$ cat config.mk
export PLATFORM = sky130hd
export DESIGN_NAME = cp0_unit
export DESIGN_NICKNAME = d
export VERILOG_FILES = /design/src/rtl/cp0_pkg.sv /design/src/rtl/cp0_int_sync.sv /design/src/rtl/cp0_unit.sv
export SDC_FILE = /design/constraint.sdc
export NUM_CORES = 1
export LEC_CHECK = 0
export ABC_AREA = 1
export CORE_MARGIN = 3
export CORE_UTILIZATION = 25
export DETAILED_ROUTE_END_ITERATION = 8
export GPL_ROUTABILITY_DRIVEN = 0
export GPL_TIMING_DRIVEN = 0
export PLACE_DENSITY = 0.6
export SETUP_SLACK_MARGIN = 0.5
export SLEW_MARGIN = 20
export SYNTH_ARGS = -nofsm -noshare
export SYNTH_HDL_FRONTEND = slang
export SYNTH_SLANG_ARGS = --single-unit
$ cat constraint.sdc
create_clock -name clk -period 3.89 [get_ports clk]
set_input_delay 0.389 -clock clk [delete_from_list [all_inputs] [get_ports clk]]
set_output_delay 0.389 -clock clk [all_outputs]
set_load 0.02 [all_outputs]
$ cat src/rtl/cp0_pkg.sv
// Shared CP0 definitions: register addresses ({rd, sel}), exception codes and
// Status/Cause field bit positions.
package cp0_pkg;

  localparam logic [7:0] CR_BADVADDR = 8'h40;
  localparam logic [7:0] CR_COUNT    = 8'h48;
  localparam logic [7:0] CR_COMPARE  = 8'h58;
  localparam logic [7:0] CR_STATUS   = 8'h60;
  localparam logic [7:0] CR_CAUSE    = 8'h68;
  localparam logic [7:0] CR_EPC      = 8'h70;

  localparam logic [4:0] EXC_INT  = 5'h00;
  localparam logic [4:0] EXC_ADEL = 5'h04;
  localparam logic [4:0] EXC_ADES = 5'h05;
  localparam logic [4:0] EXC_SYS  = 5'h08;
  localparam logic [4:0] EXC_BP   = 5'h09;
  localparam logic [4:0] EXC_RI   = 5'h0a;
  localparam logic [4:0] EXC_OV   = 5'h0c;

  localparam int ST_IE    = 0;
  localparam int ST_EXL   = 1;
  localparam int ST_IM_LO = 8;
  localparam int ST_BEV   = 22;

  localparam int CA_EXC_LO = 2;
  localparam int CA_IP_LO  = 8;
  localparam int CA_TI     = 30;
  localparam int CA_BD     = 31;

endpackage

$ cat src/rtl/cp0_int_sync.sv
// N-line flip-flop synchroniser, STAGES deep (0 = combinational bypass),
// synchronous active-high reset to 0.
module cp0_int_sync #(
  parameter int N      = 6,
  parameter int STAGES = 2
) (
  input  logic         clk,
  input  logic         reset,
  input  logic [N-1:0] d,
  output logic [N-1:0] q
);

  generate
    if (STAGES == 0) begin : g_bypass
      logic unused_clk_reset;
      assign unused_clk_reset = clk ^ reset;
      assign q = d;
    end else begin : g_sync
      logic [N-1:0] sr [STAGES];
      always_ff @(posedge clk) begin
        if (reset) begin
          for (int i = 0; i < STAGES; i++) sr[i] <= '0;
        end else begin
          sr[0] <= d;
          for (int i = 1; i < STAGES; i++) sr[i] <= sr[i-1];
        end
      end
      assign q = sr[STAGES-1];
    end
  endgenerate

endmodule

$ cat src/rtl/cp0_unit.sv
// CP0 coprocessor: BadVAddr, Count, Compare, Status, Cause, EPC and interrupt request.
// Timer (Count/Compare/prescaler/TI) is present only when CP0_TIMER_EN is defined.
module cp0_unit
  import cp0_pkg::*;
#(
  parameter int EXT_INT_W   = 6,
  parameter int SYNC_STAGES = 2,
  parameter int TICK_DIV    = 2
) (
  input  logic                 clk,
  input  logic                 reset,
  input  logic [7:0]           cp0_addr,
  input  logic [31:0]          cp0_wdata,
  input  logic                 mtc0_we,
  input  logic [EXT_INT_W-1:0] ext_int_in,
  input  logic                 ex_ex,
  input  logic                 ex_bd,
  input  logic [31:0]          ex_pc,
  input  logic [4:0]           ex_excode,
  input  logic [31:0]          ex_badvaddr,
  input  logic                 eret_flush,
  output logic [31:0]          cp0_rdata,
  output logic [31:0]          epc,
  output logic                 has_int
);

  generate
    if (EXT_INT_W < 1 || EXT_INT_W > 6 || TICK_DIV < 1 || SYNC_STAGES < 0) begin : g_bad_cfg
      $error("cp0_unit: unsupported parameter set");
    end
  endgenerate

  logic wr_status, wr_cause, wr_epc;
  assign wr_status = mtc0_we && (cp0_addr == CR_STATUS);
  assign wr_cause  = mtc0_we && (cp0_addr == CR_CAUSE);
  assign wr_epc    = mtc0_we && (cp0_addr == CR_EPC);

  logic [EXT_INT_W-1:0] ext_sync;
  logic [5:0]           ip_hw;
  logic [1:0]           ip_sw;
  logic [7:0]           ip, im;
  logic                 ie, exl, bd, ti;
  logic [4:0]           exccode;
  logic [31:0]          badvaddr, count_val, compare_val;

  cp0_int_sync #(.N(EXT_INT_W), .STAGES(SYNC_STAGES)) u_int_sync (
    .clk   (clk),
    .reset (reset),
    .d     (ext_int_in),
    .q     (ext_sync)
  );

  always_ff @(posedge clk) begin
    if (reset) begin
      ip_hw    <= '0;
      ip_sw    <= '0;
      im       <= '0;
      ie       <= 1'b0;
      exl      <= 1'b0;
      bd       <= 1'b0;
      exccode  <= '0;
      epc      <= '0;
      badvaddr <= '0;
    end else begin
      ip_hw <= 6'(ext_sync);
      if (wr_cause) ip_sw <= cp0_wdata[CA_IP_LO+1:CA_IP_LO];
      if (wr_status) begin
        im <= cp0_wdata[ST_IM_LO+7:ST_IM_LO];
        ie <= cp0_wdata[ST_IE];
      end
      if (ex_ex)           exl <= 1'b1;
      else if (eret_flush) exl <= 1'b0;
      else if (wr_status)  exl <= cp0_wdata[ST_EXL];
      // A nested exception (EXL already set) keeps the original return point.
      if (ex_ex && !exl) begin
        bd  <= ex_bd;
        epc <= ex_bd ? ex_pc - 32'd4 : ex_pc;
      end else if (wr_epc) begin
        epc <= cp0_wdata;
      end
      if (ex_ex) exccode <= ex_excode;
      if (ex_ex && (ex_excode == EXC_ADEL || ex_excode == EXC_ADES)) badvaddr <= ex_badvaddr;
    end
  end

`ifdef CP0_TIMER_EN
  localparam int PW = (TICK_DIV > 1) ? $clog2(TICK_DIV) : 1;
  logic [PW-1:0] pre;
  logic          wr_count, wr_compare;
  assign wr_count   = mtc0_we && (cp0_addr == CR_COUNT);
  assign wr_compare = mtc0_we && (cp0_addr == CR_COMPARE);

  always_ff @(posedge clk) begin
    if (reset) begin
      pre         <= '0;
      count_val   <= '0;
      compare_val <= '0;
      ti          <= 1'b0;
    end else begin
      if (wr_count) begin
        count_val <= cp0_wdata;
        pre       <= '0;
      end else if (pre == PW'(TICK_DIV - 1)) begin
        pre       <= '0;
        count_val <= count_val + 32'd1;
      end else begin
        pre <= pre + 1'b1;
      end
      if (wr_compare) begin
        compare_val <= cp0_wdata;
        ti          <= 1'b0;
      end else if (count_val == compare_val) begin
        ti <= 1'b1;
      end
    end
  end
`else
  assign count_val   = '0;
  assign compare_val = '0;
  assign ti          = 1'b0;
`endif

  assign ip      = {ip_hw[5] | ti, ip_hw[4:0], ip_sw};
  assign has_int = (|(ip & im)) & ie & ~exl;

  always_comb begin
    cp0_rdata = '0;
    case (cp0_addr)
      CR_BADVADDR: cp0_rdata = badvaddr;
      CR_COUNT:    cp0_rdata = count_val;
      CR_COMPARE:  cp0_rdata = compare_val;
      CR_STATUS: begin
        cp0_rdata[ST_BEV]             = 1'b1;
        cp0_rdata[ST_IM_LO+7:ST_IM_LO] = im;
        cp0_rdata[ST_EXL]             = exl;
        cp0_rdata[ST_IE]              = ie;
      end
      CR_CAUSE: begin
        cp0_rdata[CA_BD]                 = bd;
        cp0_rdata[CA_TI]                 = ti;
        cp0_rdata[CA_IP_LO+7:CA_IP_LO]   = ip;
        cp0_rdata[CA_EXC_LO+4:CA_EXC_LO] = exccode;
      end
      CR_EPC:      cp0_rdata = epc;
      default:     cp0_rdata = '0;
    endcase
  end

endmodule

# --- Word-level counts from Yosys, hierarchy flattened ---
# Memory sizes are Yosys's and may differ from the RTL's. A register that Yosys moved wholly into a read port is not among the register bits.
# Cells that the tools add are included.
word_totals:
  reg_bits: 82
  mem_bits_rw: 12
  out_inout_bits: 65
  wordCells: 51
  memories: 1
classes:
  add_sub_neg: 1
  n_eq_ne: 6
  n_mux: 19
  bitwise: 6
  reduce_logical: 10
memory_table:
  columns: ["memory", "words", "width", "read_ports", "rd_clocked_by_memory_dff", "wr", "line", "text"]
  rows:
  - ["u_int_sync.g_sync.sr", 2, 6, 2, 1, 2, "cp0_int_sync.sv:19", "logic [N-1:0] sr [STAGES];"]
op_table:
  columns: ["cell", "n"]
  rows:
  - ["two-way mux 32 bit", 3]
  - ["== test 8 x 7 -> 1 bit, second input constant", 4]
  - ["one-hot mux 8 bit (4 select lines)", 1]
  - ["subtractor 32 x 3 -> 32 bit, second input constant", 1]
  - ["one-hot mux 5 bit (3 select lines)", 1]
  - ["one-hot mux 7 bit (2 select lines)", 1]
  - ["two-way mux 6 bit", 2]
  - ["one-hot mux 2 bit (3 select lines)", 2]
  - ["one-hot mux 6 bit (2 select lines)", 1]
  - ["== test 5 x 3 -> 1 bit, second input constant", 2]
  - ["bitwise AND 8 bit", 1]
  - ["OR reduction 8 bit", 1]
  - ["two-way mux 1 bit", 6]
  - ["logical AND 1 bit", 5]
  - ["one-hot mux 1 bit (3 select lines)", 1]
  - ["nonzero test 3 bit", 1]
  - ["bitwise AND 1 bit", 2]
  - ["OR 1 bit", 2]
  - ["one-hot mux 1 bit (2 select lines)", 1]
  - ["nonzero test 2 bit", 1]
  - ["zero test 1 bit", 1]
  - ["logical OR 1 bit", 1]
  - ["NOT 1 bit", 1]

# --- Depth between registers and ports, before layout ---
# Gate-level depths: netlist (run 1).
depth:
  ltp_word: 5
  ltp_mapped: 13
  mapped_depth_nobuf: 12

# --- By module ---
# From an unflattened synthesis (run 1), not the netlist that was laid out.
hier_totals:
  hier_cells: 789
  area_unflattened_um2: 5180.0
modules_own_cells:
  columns: ["module", "instances", "cells_per_inst", "area_per_inst_um2", "seq_area_each_um2"]
  rows:
  - ["cp0_unit", 1, 746, 4793.3, 1761.7]
  - ["cp0_int_sync", 1, 43, 386.6, 240.2]

# --- Least setup slack after synthesis (run 1) ---
# No wires, ideal clock.
synth_timing:
  kind: "in2out"
  startpoint: "in cp0_addr[5]"
  endpoint: "out cp0_rdata[21]"
  t_arrival_ns: 1.616
  slack_ns: 1.885
  cell_stages: 4
  n_path_buf: 1
  path_cell_list: "nor2_1 nand3_1 clkbuf_1 o21ai_0"
synth_between:
  elab_chain_cells: 2
synth_rtl:
  columns: ["item", "line", "text"]
  rows:
  - ["start, declared", "cp0_unit.sv:12", "input logic [7:0] cp0_addr,"]
  - ["== test 8 x 7 -> 1 bit", "cp0_unit.sv:128", "case (cp0_addr)"]
  - ["one-hot mux 6 bit (2 select lines) *", "cp0_unit.sv:128", null]
  - ["end, declared", "cp0_unit.sv:22", "output logic [31:0] cp0_rdata,"]
# Mark *: on every way between the ends. The rest lies on a longest branch, timed or not.

# --- Worst setup path in the final report (run 1) ---
layout_timing:
  startpoint: "in cp0_addr[4]"
  endpoint: "out cp0_rdata[12]"
layout_between:
  elab_chain_cells: 2
layout_rtl:
  columns: ["item", "line"]
  rows:
  - ["== test 8 x 7 -> 1 bit", "cp0_unit.sv:128"]
  - ["one-hot mux 8 bit (4 select lines) *", "cp0_unit.sv:128"]
# Marked as above.

==> reports/metrics.yaml, run 1 <==
detailed_routing:
  drt-pass1-iter-count: 5
  dr.first_iter.drc_count: 419
  viasPerCell: 4.61
  vias: 5829
  antenna_left: 0
  detail_route.drc_violations: 0
  drt-total-wl_mm: 20.6
  routedWlPerCell_um: 16.3
timing:
  final.setup.tns_ns: 0
  timing.clock.skew_ns: 0.0112
  timing_hold_violations_final: 0
  setup_viol: 0
  period_share_pct: 81.1
  report.final.slew_viol_count: 0
  achievable-frequency_ghz: 0.317
  worstMarginPinSlew_ns: 0.583
  rsz0062_at_grt: "false"
  finalWorstPathRequiredPeriod_ns: 3.15
  timing.max_slew.rel_slack_pct: 61.2
logic_synthesis:
  synth_common_cells: "nand2_1, nor2_1, dfxtp_1, inv_1, o21ai_0"
  synth_area_leaders: "dfxtp_1, nand2_1, o21ai_0"
  synthesis.yosys.warnings: 0
  yosysTopAreaCell: "dfxtp_1"
  ys_dominant_reg_cell: "dfxtp_1"
  syn-instance-count: 794
  synthesis.area_per_instance_um2: 6.54
  flops_latches_synth: 100
  synthesis.nets: 916
  synthArstFlopShare_pct: 0
  synth_cell_type_count: 39
  number_of_enable_type_register_cells_in_the_synthesized_netlist: 0
  synth.top_cell.area_share_pct: 38.6
  synth.cell_area_um2: 5190
  seq_area_frac_synth_pct: 38.6
  synth.most_common_cell: "nand2_1"
place:
  placed_cell_areas_um2: 7370
  numPortBuffers: 184
  dpl.hpwl_mm: 16.7
global_routing:
  first_global_vias: 5489
  global_route_wire_length_before_repair_mm: 30.9
  global_route.overflow_total: 0
  grt_use_total_pct: 17.9
  maximum_number_of_pins_on_one_net_before_global_route_repair: 18
  antenna_violations_before_repair: 0
clock_tree:
  max-clock-path-buffers: 2
  numCtsBuffers: 9
  tritoncts: "yes"
  cts_sinks: 100
  path_clk_slew_ns: 0.07
  hold_buffers: 0
  ctsResizeCount: 0
  post-cts-setup-buffers: 0
  cts-root-buf: "clkbuf_16"
  clkLatencyLatePin_ns: 0.35
  cts_max_level: 3
worst_setup_path:
  end_kind: "output port"
  critPathKind: "in2out"
  worstReg2RegEnd: "epc[14]$_SDFFE_PP0P_"
  slowest_delay_ns: 0.63
  crit_required_ns: 3.50
  path_cells: "clkdlybuf4s50_1, nor2_2, nand3_1, clkbuf_2, o22ai_1, a21oi_1, nand2_1, clkdlybuf4s50_1"
  reg2reg_depth: 6
  cp_max_fo: 10
  cp_slowest_cell: "clkdlybuf4s50_1"
  critPathLaunchType: "primary input"
  worstReg2RegStart: "exl$_SDFFE_PP0P_"
  worst-endpoint-arrival_ns: 2.77
  worst-r2r-setup-slack_ns: 2.25
  critical_path.most_common_cell: "clkdlybuf4s50_1"
outcome:
  outcome: "finished, final reports clean"
layout:
  regArea_um2: 2000
  fin_area_um2: 7650
  multiInputGateArea_um2: 2650
  fillers: 2210
  final_net_count: 1111
  synthesis_to_finish_area_growth_pct: 47.4
  drive_above_1_share_pct: 5.34
floorplanning:
  die-width_um: 150
  core_area_um2: 20300
  initial_utilization_pct: 25.6
  chipHeight_um: 150
  design.die.area_um2: 22500
  boundaryPins: 186
  num_rows: 52
min_path:
  worst_hold_path.num_cells: 2
  hp-class: "reg2reg"
  whs_endpoint: "ip_hw[0]$_SDFF_PP0_"
  hold_start: "u_int_sync.g_sync.sr[1][0]$_SDFF_PP0_"
job:
  maxCapViolCount: 0
power_and_ir_drop:
  power.density_cell_area_nw_per_um2: 312
  vdd_drop_max_uv: 228
  total_leakage_power_nw: 2.92
[cell usage in the layout (no fill, tap or decap), drive strengths merged, types with 11 or more instances in the layout]
cell / n
clkdlybuf4s50: 184
nand2: 167
nor2: 122
inv: 108
dfxtp: 100
o21ai: 87
a21oi: 72
nand3: 39
clkbuf: 35
nand4: 17
a31oi: 11
[power breakdown]
part	internal, W	switching [W]
clock	0.000438	0.000430
combinational	0.000205	0.000215
sequential	0.00107	0.0000334
total	0.00171	0.000679
[metrics by stage]
stage	hold slack [ns]	utilization (%)	total power (W)	std cells	worst slack (ns)
after floorplan	0.388	-	0.00129	794	1.89
after global placement	0.391	36.3	0.00154	1248	0.559
after detailed placement	0.392	36.3	0.00154	1248	0.537
after CTS	0.403	37.7	0.00240	1263	0.533
after global routing	0.419	37.7	0.00248	1263	0.538
final	0.403	37.7	0.00239	1264	0.736
[logic make-up (layout without fill, tap and decap cells)]
family                     count (synthesis)  count (layout)  synth area share, %
AOI/OAI and AO/OA                        188             188                 19.1
xor gates and xnor gates                   3               3                0.506
buffers and inverters                    140             339                 10.5
DFF                                      100             100                 38.6
other                                      0               1                    0
and+or+nand+nor                          362             362                 31.1
adders and majority gates                  1               1                0.241
[critical path, delay by kind of cell]
kind	cells	cell delay (ns)
AOI/OAI and AO/OA	2	0.26
buffers and inverters	3	1.43
and+or+nand+nor	3	0.69
[flip-flops by register name, summed over array words and instances, names as in the netlist]
name,count
ip_sw,2
ie,1
bd,1
im,8
exccode,5
epc,32
u_int_sync.g_sync.sr,12
exl,1
badvaddr,32
ip_hw,6
[worst max path at each step]
stage                    endpoint  depth (start not counted)  slack, ns   startpoint
floorplan           cp0_rdata[21]                          4       1.89  cp0_addr[5]
global placement    cp0_rdata[13]                          8       0.56  cp0_addr[4]
detailed placement  cp0_rdata[13]                          8       0.54  cp0_addr[4]
CTS                 cp0_rdata[13]                          8       0.53  cp0_addr[4]
global route        cp0_rdata[13]                          8       0.54  cp0_addr[4]
finish              cp0_rdata[12]                          8       0.74  cp0_addr[4]
[area by class of cell]
cell class	instances	share of cell area, %
Multi-Input combinational cell	554	34.6
Sequential cell	100	26.2
Timing Repair Buffer	184	24.1
Inverter	106	5.23
Tap cell	270	4.41
Clock buffer	9	2.94
Buffer	34	1.95
Clock inverter	6	0.621
Antenna cell	1	0.0327
[metal layers]
| metal | vias to the layer above | global-route usage (%) | wire length, um |
|---|---|---|---|
| li1 | 2973 | - | - |
| met1 | 2639 | 23.8 | 9100 |
| met2 | 192 | 29.3 | 9730 |
| met3 | 25 | 3.04 | 1350 |
| met4 | 0 | 6.08 | 422 |
| met5 | - | 0 | 0 |
Note: power is estimated with default switching activity, not from simulation.
==> inputs of run 2 (changes only) <==
PLACE_DENSITY = 0.62   (was 0.6)
clock period = 2.56 ns   (was 3.89 ns; I/O delays follow)
==> run 2 against run 1 <==
Compared with the run above:
- global-route usage up 0.19 points
- clock power increased by 65%
- utilization is 1.8 points higher
- die area did not move
- final area grew 4.7%
- critical path type is now in2reg
- highest routed layer unchanged
==> reports/metrics.yaml, run 2 (synthesized netlist as in run 1, its figures left out) <==
worst_setup_path:
  critPathKind: "in2reg"  # was in2out
  worst-r2r-setup-slack_ns: 0.97  # was 2.25 ns
  end_kind: "flop"  # was output port
  worstReg2RegEnd: "epc[14]$_SDFFE_PP0P_"  # unchanged
  path_cells: "clkdlybuf4s50_1, inv_2, nor2_4, clkbuf_1, nand3_1, nand3_1, o211ai_1, inv_1"  # was clkdlybuf4s50_1, nor2_2, nand3_1, clkbuf_2, o22ai_1, a21oi_1, nand2_1, clkdlybuf4s50_1
  slowest_delay_ns: 0.59  # was 0.63 ns
  cp_max_fo: 10  # unchanged
  worst-endpoint-arrival_ns: 2.17  # was 2.77 ns
  crit_required_ns: 2.87  # was 3.50 ns
  worstReg2RegStart: "exl$_SDFFE_PP0P_"  # unchanged
  critPathLaunchType: "primary input"  # unchanged
  critical_path.most_common_cell: "nand3_1"  # was clkdlybuf4s50_1
  cp_slowest_cell: "clkdlybuf4s50_1"  # unchanged
  reg2reg_depth: 6  # unchanged
timing:
  worstMarginPinSlew_ns: 0.574  # was 0.583 ns
  period_share_pct: 72.7
  timing_hold_violations_final: 0  # unchanged
  report.final.slew_viol_count: 0  # unchanged
  timing.clock.skew_ns: 0.0127  # was 0.0112 ns
  timing.max_slew.rel_slack_pct: 61.7  # was 61.2%
  final.setup.tns_ns: 0  # unchanged
  finalWorstPathRequiredPeriod_ns: 1.86
  rsz0062_at_grt: "false"  # unchanged
  achievable-frequency_ghz: 0.537
  setup_viol: 0  # unchanged
detailed_routing:
  drt-total-wl_mm: 21.3  # was 20.6 mm
  drt-pass1-iter-count: 5  # unchanged
  routedWlPerCell_um: 16.6  # was 16.3 um
  dr.first_iter.drc_count: 388  # was 419
  antenna_left: 0  # unchanged
  viasPerCell: 4.61  # about the same
  detail_route.drc_violations: 0  # unchanged
  vias: 5911  # was 5829
power_and_ir_drop:
  power.density_cell_area_nw_per_um2: 468  # was 312 nW/um^2
  switching_power_w: 0.00111  # was 0.000679 W
  power.internal_w: 0.00264  # was 0.00171 W
  swShare_pct: 29.5  # was 28.4%
  clock_power_share_pct: 38.0  # was 36.4%
  vdd_drop_max_uv: 324  # was 228 uV
  power.sequential.fraction_pct: 44.5  # was 46.1%
  total_leakage_power_nw: 3.27  # was 2.92 nW
  combinationalPowerShare_pct: 17.5  # was 17.6%
layout:
  synthesis_to_finish_area_growth_pct: 54.3  # was 47.4%
  reg.largest.list: "badvaddr x32, epc x32, u_int_sync.g_sync.sr x12"  # unchanged
  mostFrequentLayoutCells: "nand2_1, clkdlybuf4s50_1, nor2_1, dfxtp_1, inv_1"  # was clkdlybuf4s50_1, nand2_1, nor2_1, inv_1, dfxtp_1
  most_common_cell_after_layout_fill_and_taps_aside: "nand2_1"  # was clkdlybuf4s50_1
  fin_area_um2: 8010  # was 7650 um^2
  antennaDiodeCount: 0  # was 1
  drive_above_1_share_pct: 12.8  # was 5.34%
  final_net_count: 1129  # was 1111
global_routing:
  global_route.overflow_total: 0  # unchanged
  global_route_wire_length_before_repair_mm: 31.3  # was 30.9 mm
  antenna_violations_before_repair: 0  # unchanged
  grt_use_total_pct: 18.0  # was 17.9%
  first_global_vias: 5593  # was 5489
  maximum_number_of_pins_on_one_net_before_global_route_repair: 22  # was 18
min_path:
  hp-class: "in2reg"  # was reg2reg
  worst_hold_path.num_cells: 2  # unchanged
  whs_endpoint: "epc[7]$_SDFFE_PP0P_"  # was ip_hw[0]$_SDFF_PP0_
  hold_start: "reset"  # was u_int_sync.g_sync.sr[1][0]$_SDFF_PP0_
floorplanning:
  boundaryPins: 186  # unchanged
  chipHeight_um: 150  # unchanged
  num_rows: 52  # unchanged
  initial_utilization_pct: 25.6  # unchanged
  core_area_um2: 20300  # unchanged
  design.die.area_um2: 22500  # unchanged
  die-width_um: 150  # unchanged
clock_tree:
  max-clock-path-buffers: 2  # unchanged
  numCtsBuffers: 9  # unchanged
  cts_max_level: 3  # unchanged
  hold_buffers: 0  # unchanged
  path_clk_slew_ns: 0.08  # was 0.07 ns
  cts_sinks: 100  # unchanged
  cts-root-buf: "clkbuf_16"  # unchanged
  clkLatencyLatePin_ns: 0.36  # was 0.35 ns
  tritoncts: "yes"  # unchanged
place:
  placed_cell_areas_um2: 7370  # unchanged
  dpl.hpwl_mm: 16.7  # about the same
  numPortBuffers: 184  # unchanged
job:
  maxCapViolCount: 0  # unchanged
outcome:
  outcome: "finished, final reports clean"  # unchanged
run 2: cell count changes in the layout (fill, tap and decap cells not counted), moves of 5 or more:
cell	previous run	this run
o21ai_1	2	20
buf_2	6	21
nand2_1	163	156
dlymetal6s2s_1	0	8
buf_4	1	28
o22ai_2	0	7
o21ai_0	85	65
nand2_2	1	6
clkdlybuf4s50_1	184	143
clkbuf_16	9	14
o22ai_1	10	3
run 2: worst max-delay path by stage:
stage	start	end	slack [ns]	cells after the start
floorplan	cp0_addr[5]	cp0_rdata[21]	0.82	4
global placement	cp0_addr[4]	cp0_rdata[13]	-0.48	8
detailed placement	cp0_addr[4]	cp0_rdata[13]	-0.50	8
CTS	cp0_addr[6]	cp0_rdata[13]	0.45	10
global route	ex_pc[2]	epc[28]$_SDFFE_PP0P_	0.50	13
finish	ex_ex	epc[14]$_SDFFE_PP0P_	0.70	8
run 2: worst max-delay path, delay by kind of cell:
family | cells | cell delay, ns
and+or+nand+nor | 3 | 0.59
AOI/OAI and AO/OA | 1 | 0.09
buffers and inverters | 4 | 1.24
run 2: cell type report:
type | count | area [um^2]
repair buffers | 201 | 1950
plain buffers | 34 | 223
fillers | 2139 | 12300
clock inverters | 7 | 92.6
multi-input cells | 555 | 2770
well taps | 270 | 338
inverters | 106 | 408
clock buffers | 9 | 225
flip-flops and latches | 100 | 2000
run 2: through the flow:
step	utilization, %	power, W	worst slack, ns	cells	hold WS, ns
detailed placement	36.3	0.00234	-0.501	1248	0.393
global route	39.5	0.00391	0.504	1282	0.396
floorplan	-	0.00196	0.821	794	0.363
CTS	38.1	0.00376	0.451	1272	0.363
global placement	36.3	0.00234	-0.478	1248	0.391
finish	39.5	0.00375	0.698	1282	0.355
run 2: what timing repair did:
action                                  CTS  global route
buffers inserted                          8             4
endpoints found under the setup margin   33            35
gates cloned                              0             6
resized for setup                       186            71
pin swaps                                 3             8
run 2: metal layers:
metal  part of all wire (%)  vias to the layer above  global-route usage (%)
met3                    6.2                       25                    3.67
met2                     47                      189                    29.6
li1                       -                     3016                       -
met5                      0                        -                       0
met4                    2.3                        0                    5.54
met1                     44                     2681                    23.9
run 2: power by group through the flow:
stage	clock network, W	registers, W	logic [W]
3_5_place_dp	0	0.00170	0.000636
6_report	0.00143	0.00167	0.000658
5_1_grt	0.00151	0.00168	0.000718
4_1_cts	0.00145	0.00167	0.000650
2_1_floorplan	0	0.00173	0.000227
3_3_place_gp	0	0.00170	0.000634
==> inputs of run 3 (changes only) <==
clock period = 1.5 ns   (was 2.56 ns; I/O delays follow)
==> run 3 against run 2 <==
Compared with the run above:
- setup slack lost 0.78 ns
- register-to-register slack lost 0.87 ns
- highest routed layer unchanged
- combinational power grew 140%
- utilization grew 12 points
- global-route usage grew 2.3 points
- clock-buffer cell count grew 1
- the run now ends with setup timing left
- cell count grew 4.8%
- clock skew shrank 0.0076 ns
- via count grew 7.0%
- sequential share of layout area shrank 4.7 points
==> reports/metrics.yaml, run 3 (synthesized netlist as in run 1, its figures left out) <==
outcome:
  outcome: "finished with violations"  # was finished, final reports clean
  violations: "setup timing"
place:
  numPortBuffers: 184  # unchanged
  dpl.hpwl_mm: 16.9  # was 16.7 mm
  dpl.cell_count: 1248  # unchanged
  placed_cell_areas_um2: 7910  # was 7370 um^2
power_and_ir_drop:
  clock_power_share_pct: 34.9  # was 38.0%
  power.internal_w: 0.00476  # was 0.00264 W
  power.sequential.fraction_pct: 42.2  # was 44.5%
  total_leakage_power_nw: 4.36  # was 3.27 nW
  power.density_cell_area_nw_per_um2: 654  # was 468 nW/um^2
  design_power_total_w: 0.00686  # was 0.00375 W
  switching_power_w: 0.00210  # was 0.00111 W
  vdd_drop_max_uv: 688  # was 324 uV
  swShare_pct: 30.6  # was 29.5%
  combinationalPowerShare_pct: 22.8  # was 17.5%
layout:
  fillers: 1902  # was 2139
  final_net_count: 1190  # was 1129
  fin_area_um2: 10500  # was 8010 um^2
  drive_above_1_share_pct: 48.4  # was 12.8%
  mostFrequentLayoutCells: "buf_6, clkdlybuf4s50_1, nand2_1, inv_1, nor2_1"  # was nand2_1, clkdlybuf4s50_1, nor2_1, dfxtp_1, inv_1
  antennaDiodeCount: 0  # unchanged
  synthesis_to_finish_area_growth_pct: 102  # was 54.3%
  layoutNonFillerInstCount: 1343  # was 1282
  most_common_cell_after_layout_fill_and_taps_aside: "buf_6"  # was nand2_1
  reg.largest.list: "badvaddr x32, epc x32, u_int_sync.g_sync.sr x12"  # unchanged
detailed_routing:
  drt-total-wl_mm: 24.0  # was 21.3 mm
  dr.first_iter.drc_count: 381  # was 388
  detail_route.drc_violations: 0  # unchanged
  drt-pass1-iter-count: 5  # unchanged
  routedWlPerCell_um: 17.8  # was 16.6 um
  viasPerCell: 4.71  # was 4.61
  vias: 6325  # was 5911
  antenna_left: 0  # unchanged
global_routing:
  global_route_wire_length_before_repair_mm: 35.3  # was 31.3 mm
  first_global_vias: 6149  # was 5593
  grt_use_total_pct: 20.4  # was 18.0%
  global_route.overflow_total: 0  # unchanged
  maximum_number_of_pins_on_one_net_before_global_route_repair: 20  # was 22
  antenna_violations_before_repair: 0  # unchanged
timing:
  achievable-frequency_ghz: 0.633
  rsz0062_at_grt: "true"  # was false
  period_share_pct: 105
  setup_viol: 1  # was 0
  report.final.slew_viol_count: 0  # unchanged
  timing.max_slew.rel_slack_pct: 49.3  # was 61.7%
  timing_hold_violations_final: 0  # unchanged
  pnr_worst_setup_slack_ns: -0.0804  # was 0.698 ns
  worstMarginPinSlew_ns: 0.760  # was 0.574 ns
  final.setup.tns_ns: -0.0804  # was 0 ns
  timing.clock.skew_ns: 0.00505  # was 0.0127 ns
  finalWorstPathRequiredPeriod_ns: 1.58
clock_tree:
  tritoncts: "yes"  # unchanged
  cts-root-buf: "clkbuf_16"  # unchanged
  max-clock-path-buffers: 2  # unchanged
  clkLatencyLatePin_ns: 0.35  # was 0.36 ns
  cts_sinks: 100  # unchanged
  cts_max_level: 3  # unchanged
  path_clk_slew_ns: 0.08  # about the same
  numCtsBuffers: 9  # unchanged
worst_setup_path:
  worst-endpoint-arrival_ns: 1.43  # was 2.17 ns
  worst-r2r-setup-slack_ns: 0.10  # was 0.97 ns
  end_kind: "output port"  # was flop
  critPathKind: "reg2out"  # was in2reg
  reg2reg_depth: 6  # unchanged
  crit_required_ns: 1.35  # was 2.87 ns
  worstReg2RegEnd: "epc[29]$_SDFFE_PP0P_"  # was epc[14]$_SDFFE_PP0P_
  cp_max_fo: 3  # was 10
  critPathLaunchType: "flop"  # was primary input
  worstReg2RegStart: "exl$_SDFFE_PP0P_"  # unchanged
floorplanning:
  die-width_um: 150  # unchanged
  boundaryPins: 186  # unchanged
  chipHeight_um: 150  # unchanged
  design.die.area_um2: 22500  # unchanged
  initial_utilization_pct: 25.6  # unchanged
  num_rows: 52  # unchanged
  core_area_um2: 20300  # unchanged
min_path:
  whs_endpoint: "exccode[3]$_SDFFE_PP0P_"  # was epc[7]$_SDFFE_PP0P_
  hp-class: "in2reg"  # unchanged
  worst_hold_path.num_cells: 3  # was 2
  hold_start: "ex_excode[3]"  # was reset
job:
  maxCapViolCount: 0  # unchanged
[run 3: cell count changes in the layout (fill, tap and decap cells not counted), moves of 18 or more]
| cell | delta |
|---|---|
| dfxtp_4 | +32 |
| a21oi_1 | -44 |
| buf_4 | +18 |
| o21ai_0 | -49 |
| o21ai_2 | +35 |
| buf_6 | +91 |
| o21ai_4 | +18 |
| nand2_2 | +36 |
| dfxtp_1 | -35 |
| nand2_4 | +27 |
| clkdlybuf4s50_1 | -56 |
| nor2_1 | -26 |
| a21oi_2 | +36 |
| nand2_1 | -70 |
[run 3: how the worst max path moves through the flow]
stage | from | to | slack, ns | depth (start not counted)
2_1_floorplan | cp0_addr[1] | epc[8]$_SDFFE_PP0P_ | 0.19 | 13
3_3_place_gp | cp0_addr[6] | cp0_rdata[15] | -1.08 | 11
4_1_cts | ip_hw[4]$_SDFF_PP0_ | has_int | -0.003 | 5
5_1_grt | im[7]$_SDFFE_PP0P_ | has_int | -0.08 | 5
6_report | im[7]$_SDFFE_PP0P_ | has_int | -0.08 | 5
3_5_place_dp | cp0_addr[6] | cp0_rdata[15] | -1.09 | 11
[run 3: through the flow]
stage	setup slack [ns]	hold slack [ns]	util [%]
floorplan	0.193	0.257	-
global placement	-1.08	0.393	39.0
detailed placement	-1.09	0.392	39.0
CTS	-0.00255	0.0879	48.7
global route	-0.0816	0.0480	51.6
finish	-0.0804	0.0360	51.6
[run 3: area by class of cell]
class                           count  area (um^2)  area share [%]
Inverter                          106          453            4.32
Clock inverter                      6         62.6           0.597
Buffer                             34          447            4.26
Clock buffer                       10          239            2.28
Sequential cell                   100         2130            20.3
Timing Repair Buffer              262         2760            26.3
Multi-Input combinational cell    554         4050            38.6
Tap cell                          270          338            3.22
Timing Repair inverter              1         11.3           0.107
[run 3: timing repair]
item / 4_1_cts / 5_1_grt
setup buffers: 52 / 11
endpoints found under the setup margin: 143 / 143
hold buffers: 0 / 0
gates resized for setup: 761 / 140
gates cloned: 15 / 1
pin swaps: 87 / 56
[run 3: power by group through the flow]
stage,Sequential [W],Clock [W],Combinational [W]
finish,0.00290,0.00240,0.00157
global route,0.00291,0.00255,0.00167
floorplan,0.00295,0,0.000441
CTS,0.00289,0.00243,0.00141
detailed placement,0.00291,0,0.00115
global placement,0.00291,0,0.00115
[run 3: worst max-delay path, stage by stage, from the launching register on]
cell and delay (ns):
dfxtp_1 0.31, inv_1 0.18, o22ai_4 0.12, a21oi_2 0.18, a31oi_2 0.12, buf_4 0.18
[run 3: metal layers]
layer / wire [um] / vias up / GRT usage, %
met5: 0 / - / 0
met4: 576 / 0 / 5.76
met3: 1360 / 42 / 3.97
met2: 12000 / 225 / 35.2
met1: 10100 / 2901 / 25.9
li1: - / 3157 / -
